`src/rtl/stage_seq_pkg.sv`:
```
// Shared types and helpers for the stage sequencer and its timeout counter.
package stage_seq_pkg;

  typedef enum logic [2:0] {
    ST_IDLE,
    ST_REQ,
    ST_WAIT,
    ST_POST,
    ST_ACK,
    ST_CHECK,
    ST_DONE,
    ST_ERR
  } seq_state_e;

  function automatic int idx_width(input int nstage);
    return (nstage > 1) ? $clog2(nstage) : 1;
  endfunction

  // The err_stage bit that flags a REQ-phase timeout sits just above the stage index.
  function automatic int err_req_bit(input int nstage);
    return idx_width(nstage);
  endfunction

endpackage

```
`src/rtl/seq_timeout.sv`:
```
// Wait-phase watchdog: counts enabled cycles since the last clear and flags the TMO-th one.
module seq_timeout #(
  parameter int TMO = 1048576
) (
  input  logic clk,
  input  logic rstn,
  input  logic clear,
  input  logic enable,
  output logic expired
);

  localparam int CW = (TMO > 1) ? $clog2(TMO) : 1;
  localparam logic [CW-1:0] LAST = (TMO > 0) ? CW'(TMO - 1) : '0;

  logic [CW-1:0] cnt_q, cnt_d;

  always_comb begin
    cnt_d = cnt_q;
    if (clear) begin
      cnt_d = '0;
    end else if (enable) begin
      cnt_d = cnt_q + CW'(1);
    end
  end

  always_ff @(posedge clk or negedge rstn) begin
    if (!rstn) begin
      cnt_q <= '0;
    end else begin
      cnt_q <= cnt_d;
    end
  end

  // TMO of zero disables the watchdog entirely.
  assign expired = (TMO > 0) && enable && (cnt_q == LAST);

endmodule

```
`src/rtl/stage_sequencer.sv`:
```
// Run controller: walks the enabled stages through their req/res handshakes one at a
// time, then compares check_a against check_b and reports the pass.
module stage_sequencer
  import stage_seq_pkg::*;
#(
  parameter int NSTAGE = 3,
  parameter int W      = 128,
  parameter int TMO    = 1048576,
  parameter int PCW    = 16
) (
  input  logic                         clk,
  input  logic                         rstn,
  input  logic                         start,
  input  logic                         abort,
  input  logic                         loop_mode,
  input  logic                         err_clr,
  input  logic [NSTAGE-1:0]            stage_en,
  input  logic [NSTAGE-1:0]            req_ready,
  input  logic [NSTAGE-1:0]            req_busy,
  input  logic [NSTAGE-1:0]            res_valid,
  output logic [NSTAGE-1:0]            req_valid,
  output logic [NSTAGE-1:0]            res_ready,
  output logic [NSTAGE-1:0]            post_stb,
  input  logic [W-1:0]                 check_a,
  input  logic [W-1:0]                 check_b,
  output logic                         busy,
  output logic                         done,
  output logic                         succ,
  output logic                         err,
  output logic [idx_width(NSTAGE):0]   err_stage,
  output logic [idx_width(NSTAGE)-1:0] stage_idx,
  output logic [PCW-1:0]               pass_cnt
);

  localparam int SIW     = idx_width(NSTAGE);
  localparam int ERR_REQ = err_req_bit(NSTAGE);

  seq_state_e        state_q, state_d;
  logic [NSTAGE-1:0] stage_en_q, stage_en_d;
  logic [NSTAGE-1:0] req_valid_q, req_valid_d;
  logic [NSTAGE-1:0] res_ready_q, res_ready_d;
  logic [SIW-1:0]    stage_idx_q, stage_idx_d;
  logic [SIW:0]      err_stage_q, err_stage_d;
  logic [PCW-1:0]    pass_cnt_q, pass_cnt_d;
  logic              succ_q, succ_d;
  logic              err_q, err_d;
  logic              done_q, done_d;

  logic              first_found, first_q_found, next_found;
  logic [SIW-1:0]    first_idx, first_q_idx, next_idx;
  logic              tmo_clear, tmo_enable, tmo_expired;
  logic              unused_busy;

  assign unused_busy = ^req_busy;

  // Priority encoders: lowest enabled stage overall, and lowest enabled stage above the current one.
  always_comb begin
    first_found   = 1'b0;
    first_idx     = '0;
    first_q_found = 1'b0;
    first_q_idx   = '0;
    next_found    = 1'b0;
    next_idx      = '0;
    for (int i = NSTAGE - 1; i >= 0; i--) begin
      if (stage_en[i]) begin
        first_found = 1'b1;
        first_idx   = SIW'(i);
      end
      if (stage_en_q[i]) begin
        first_q_found = 1'b1;
        first_q_idx   = SIW'(i);
      end
      if (stage_en_q[i] && (SIW'(i) > stage_idx_q)) begin
        next_found = 1'b1;
        next_idx   = SIW'(i);
      end
    end
  end

  always_comb begin
    state_d     = state_q;
    stage_en_d  = stage_en_q;
    stage_idx_d = stage_idx_q;
    err_stage_d = err_stage_q;
    pass_cnt_d  = pass_cnt_q;
    succ_d      = succ_q;
    err_d       = err_q;
    if (abort && (state_q != ST_ERR)) begin
      state_d = ST_IDLE;
    end else begin
      unique case (state_q)
        ST_IDLE: begin
          if (start) begin
            stage_en_d = stage_en;
            succ_d     = 1'b0;
            if (first_found) begin
              state_d     = ST_REQ;
              stage_idx_d = first_idx;
            end else begin
              state_d = ST_CHECK;
            end
          end
        end
        ST_REQ: begin
          if (req_ready[stage_idx_q]) begin
            state_d = ST_WAIT;
          end else if (tmo_expired) begin
            state_d                  = ST_ERR;
            err_d                    = 1'b1;
            err_stage_d              = '0;
            err_stage_d[SIW-1:0]     = stage_idx_q;
            err_stage_d[ERR_REQ]     = 1'b1;
          end
        end
        ST_WAIT: begin
          if (res_valid[stage_idx_q]) begin
            state_d = ST_POST;
          end else if (tmo_expired) begin
            state_d              = ST_ERR;
            err_d                = 1'b1;
            err_stage_d          = '0;
            err_stage_d[SIW-1:0] = stage_idx_q;
          end
        end
        ST_POST: state_d = ST_ACK;
        ST_ACK: begin
          if (next_found) begin
            state_d     = ST_REQ;
            stage_idx_d = next_idx;
          end else begin
            state_d = ST_CHECK;
          end
        end
        ST_CHECK: begin
          succ_d     = (check_a == check_b);
          pass_cnt_d = pass_cnt_q + PCW'(1);
          state_d    = ST_DONE;
        end
        ST_DONE: begin
          if (!loop_mode) begin
            state_d = ST_IDLE;
          end else if (first_q_found) begin
            state_d     = ST_REQ;
            stage_idx_d = first_q_idx;
          end else begin
            state_d = ST_CHECK;
          end
        end
        ST_ERR: begin
          if (err_clr) begin
            state_d     = ST_IDLE;
            err_d       = 1'b0;
            err_stage_d = '0;
          end
        end
        default: state_d = ST_IDLE;
      endcase
    end
  end

  // Handshake outputs are decoded from the next state so they leave a flop directly.
  always_comb begin
    req_valid_d = '0;
    res_ready_d = '0;
    if (state_d == ST_REQ) begin
      req_valid_d[stage_idx_d] = 1'b1;
    end
    if (state_d == ST_POST) begin
      res_ready_d[stage_idx_d] = 1'b1;
    end
    done_d = (state_d == ST_DONE);
  end

  always_ff @(posedge clk or negedge rstn) begin
    if (!rstn) begin
      state_q     <= ST_IDLE;
      stage_en_q  <= '0;
      stage_idx_q <= '0;
      err_stage_q <= '0;
      pass_cnt_q  <= '0;
      succ_q      <= 1'b0;
      err_q       <= 1'b0;
      done_q      <= 1'b0;
      req_valid_q <= '0;
      res_ready_q <= '0;
    end else begin
      state_q     <= state_d;
      stage_en_q  <= stage_en_d;
      stage_idx_q <= stage_idx_d;
      err_stage_q <= err_stage_d;
      pass_cnt_q  <= pass_cnt_d;
      succ_q      <= succ_d;
      err_q       <= err_d;
      done_q      <= done_d;
      req_valid_q <= req_valid_d;
      res_ready_q <= res_ready_d;
    end
  end

  // Every state change lands on a fresh phase, so any change restarts the watchdog.
  assign tmo_clear  = (state_d != state_q);
  assign tmo_enable = (state_q == ST_REQ) || (state_q == ST_WAIT);

  seq_timeout #(
    .TMO(TMO)
  ) u_timeout (
    .clk    (clk),
    .rstn   (rstn),
    .clear  (tmo_clear),
    .enable (tmo_enable),
    .expired(tmo_expired)
  );

  assign req_valid = req_valid_q;
  assign res_ready = res_ready_q;
  assign post_stb  = res_ready_q;
  assign busy      = !((state_q == ST_IDLE) || (state_q == ST_DONE) || (state_q == ST_ERR));
  assign done      = done_q;
  assign succ      = succ_q;
  assign err       = err_q;
  assign err_stage = err_stage_q;
  assign stage_idx = stage_idx_q;
  assign pass_cnt  = pass_cnt_q;

endmodule

```
`config.mk`:
```
export PLATFORM = sky130hd
export DESIGN_NAME = stage_sequencer
export DESIGN_NICKNAME = d
export VERILOG_FILES = /design/src/rtl/stage_seq_pkg.sv /design/src/rtl/seq_timeout.sv /design/src/rtl/stage_sequencer.sv
export SDC_FILE = /design/constraint.sdc
export NUM_CORES = 1
export LEC_CHECK = 0
export ABC_AREA = 1
export BUFFER_PORTS_ARGS = -buffer_cell sky130_fd_sc_hd__buf_4
export CORE_AREA = 4 4 117 119
export DETAILED_ROUTE_END_ITERATION = 10
export DIE_AREA = 0 0 121 123
export GPL_TIMING_DRIVEN = 0
export MAX_ROUTING_LAYER = met4
export PLACE_DENSITY = 0.81
export REMOVE_ABC_BUFFERS = 1
export SLEW_MARGIN = 20
export SYNTH_ARGS = -nofsm -noshare
export SYNTH_HDL_FRONTEND = slang
export SYNTH_SLANG_ARGS = --single-unit
export TNS_END_PERCENT = 30
```
`constraint.sdc`:
```
create_clock -name clk -period 2.16 [get_ports clk]
set_input_delay 0 -clock clk [delete_from_list [all_inputs] [get_ports clk]]
set_output_delay 0 -clock clk [all_outputs]
set_load 0.02 [all_outputs]
```
==> results.yml <==
worst_setup_path:
  arrival_ps: 2230
  critPathKind: "flip-flop to flip-flop"
  endpoint_kind: "flip-flop"
  worstSetupStartpointType: "flip-flop"
  critPathMaxFanout: 10
  cp_data_required_time_ps: 2400
timing:
  clock_skew_ps: 12.3
  worst_pin_slew_ps: 690
  layout_min_cycle_time_ps: 2000
  clock.fmax_mhz: 500
  relSlewSlack_pct: 54.0
  holdWs_ps: 1.60
  tns_ps: 0
  fin_crit_sh_pct: 92.5
  hold_viol_final: 0
  setup_ws_ps: 161
  slew_viol_final: 0
  finalSetupViolations: 0
logic_synthesis:
  synth_edf_count: 0
  synthCells: 638
  synth-async-reset-ratio_pct: 100
  ys_types: 33
  yosys_warnings: 0
  netlist_area_um2: 4730
  syn_avg_cell_area_um2: 7.42
  synthFlopType: "dfrtp_1"
  ys_ff_latch: 56
  ys_seq_area_share_pct: 29.6
drt:
  vias: 5222
  wl_per_cell_um: 16.2
  drt_iter0_markers: 323
  route.detailed.drc: 0
  vias_per_cell: 4.64
  ant_nets: 0
  drt-pass1-iter-count: 7
  wl_um: 18300
floorplan:
  start_util_pct: 37.7
  rows: 41
  design.portCount: 308
  dieArea_um2: 14900
  die_x_um: 121
  fp.dieH_um: 123
  core_um2: 12600
global_route:
  grt_pass1_vias: 5212
  grt_usage_pct: 24.0
  grt_max_degree: 57
  grt_overflow: 0
  grt_first_pass_wirelength_um: 26500
  grt_antenna_before_repair: 3
cells_and_area:
  layout-drive-gt1-share_pct: 40.9
  final_nets: 1225
  final_cell_mix: "buf_4, nand2_1, xor2_1"
  seqCellArea_um2: 1410
  multi_input_area_um2: 3020
  fillCellCount: 1153
  final_common_cell: "buf_4"
  fin_util_pct: 59.1
  areaGrowthSynthToFinish_pct: 57.0
power_and_ir_drop:
  power.clock.fraction_pct: 17.4
  power.switching_w: 0.00200
  cellPowerDensity_nw_per_um2: 631
  p_seq_share_pct: 29.3
  vdd_ir_drop_max_mv: 0.491
  p_int_w: 0.00269
  combPwrFrac_pct: 53.2
  power_w: 0.00469
  power_leakage_nw: 3.83
  swShare_pct: 42.7
hold_path:
  hold_path_class: "input pin to flip-flop"
placed_design:
  detailed_place_hpwl_um: 16100
  io_buffers: 304
  gp_congestion: 1.00
  pre_cts_ws_ps: -84.6
clock_tree:
  cts.reportedPaths.clkPinSlew_ps: 80
  cts_buffers: 5
  clockBufferDepth: 2
  cts_max_level: 2
  tritoncts: "built"
  root_buffer: "clkbuf_16"
  clk_latency_ps: 300
  clock_sinks: 56
status:
  status: "finished clean"
job:
  maxCapViolCount: 0
==> cell type report <==
class | instances | share of cell area (%)
Clock inverter | 3 | 0.303
Clock buffer | 5 | 1.68
Antenna cell | 3 | 0.101
Timing Repair Buffer | 310 | 31.4
Multi-Input combinational cell | 497 | 40.7
Tap cell | 172 | 2.90
Sequential cell | 56 | 18.9
Inverter | 79 | 3.99
==> timing repair <==
action / in CTS / in global routing
resized for setup: 1 / 9
gates cloned: 0 / 2
endpoints found under the hold margin: 57 / 0
hold buffers: 2 / 0
buffers inserted: 0 / 4
endpoints found under the setup margin: 20 / 20
pin swaps: 0 / 3
==> stage by stage <==
stage          cells  instance area (um2)
5_1_grt         1125                 7430
4_1_cts         1116                 7330
3_5_place_dp    1106                 7160
2_1_floorplan    630                 4660
3_3_place_gp    1106                 7160
6_report        1125                 7430
==> Yosys cell counts, types with 9 or more instances <==
| cell | instances | share of area, % |
|---|---|---|
| nand4_1 | 15 | 2.0 |
| nor2_2 | 26 | 3.4 |
| or2_2 | 18 | 2.4 |
| nand2_2 | 9 | 1.2 |
| o21ai_0 | 26 | 2.7 |
| nor2_1 | 52 | 4.1 |
| xnor2_1 | 49 | 9.1 |
| nand2_1 | 115 | 9.1 |
| dfrtp_1 | 56 | 30 |
| xor2_1 | 81 | 15 |
| nand3_1 | 40 | 4.2 |
| nor3_1 | 28 | 3.0 |
| inv_1 | 76 | 6.0 |
==> power by group through the flow <==
stage	registers [W]	clock network, W	logic (W)
after floorplan	0.00145	0	0.00115
after global placement	0.00139	0	0.00210
after detailed placement	0.00139	0	0.00214
after CTS	0.00137	0.000822	0.00217
after global routing	0.00140	0.000863	0.00273
final	0.00137	0.000817	0.00250
==> logic make-up after synthesis <==
kind of cell    Yosys count  share of synthesized area [%]
mux                       1                          0.212
fa+ha+maj                 2                          0.529
flops                    56                           29.6
compound gates           44                           5.31
buf+inv                  87                           7.80
xor+xnor                130                           24.1
simple gates            318                           32.5
==> final timing paths <==
path,cells past startpoint,startpoint,slack (ps),to
setup / recovery,14,state_q[2],160,u_timeout.cnt_q[13]
hold / removal,3,stage_en[0],2,stage_en_q[0]
setup reg to reg,14,state_q[2],160,u_timeout.cnt_q[13]
hold reg to reg,1,pass_cnt[15],480,pass_cnt[15]
max in group asynchronous,2,rstn,1370,state_q[0]
min in group asynchronous,2,rstn,280,u_timeout.cnt_q[10]
==> per-layer routing <==
| layer | GRT usage [%] | vias to the layer above | routed length (um) |
|---|---|---|---|
| li1 | - | 2642 | - |
| met1 | 27.7 | 2307 | 7240 |
| met2 | 39.7 | 238 | 8610 |
| met3 | 8.14 | 35 | 1790 |
| met4 | 7.72 | 0 | 633 |
| met5 | - | - | 0 |
==> state kept, by name (all words and copies together) (netlist names) <==
register,flops
done,1
err,1
err_stage,3
pass_cnt,16
post_stb,3
req_valid,3
stage_en_q,3
stage_idx,2
state_q,3
succ,1
u_timeout.cnt_q,20
==> worst max-delay path, stage by stage (launching register included) <==
cell	delay, ps
dfrtp_1	450
inv_2	160
nand3_2	130
a21oi_2	180
nand2_2	100
nand2_1	70
nand2_1	50
nand3_2	80
nand2_2	80
nand2_1	80
nand2_1	80
nor2_4	140
buf_4	150
nand2_8	90
nor2_2	90
(Power assumes the default switching activity.)
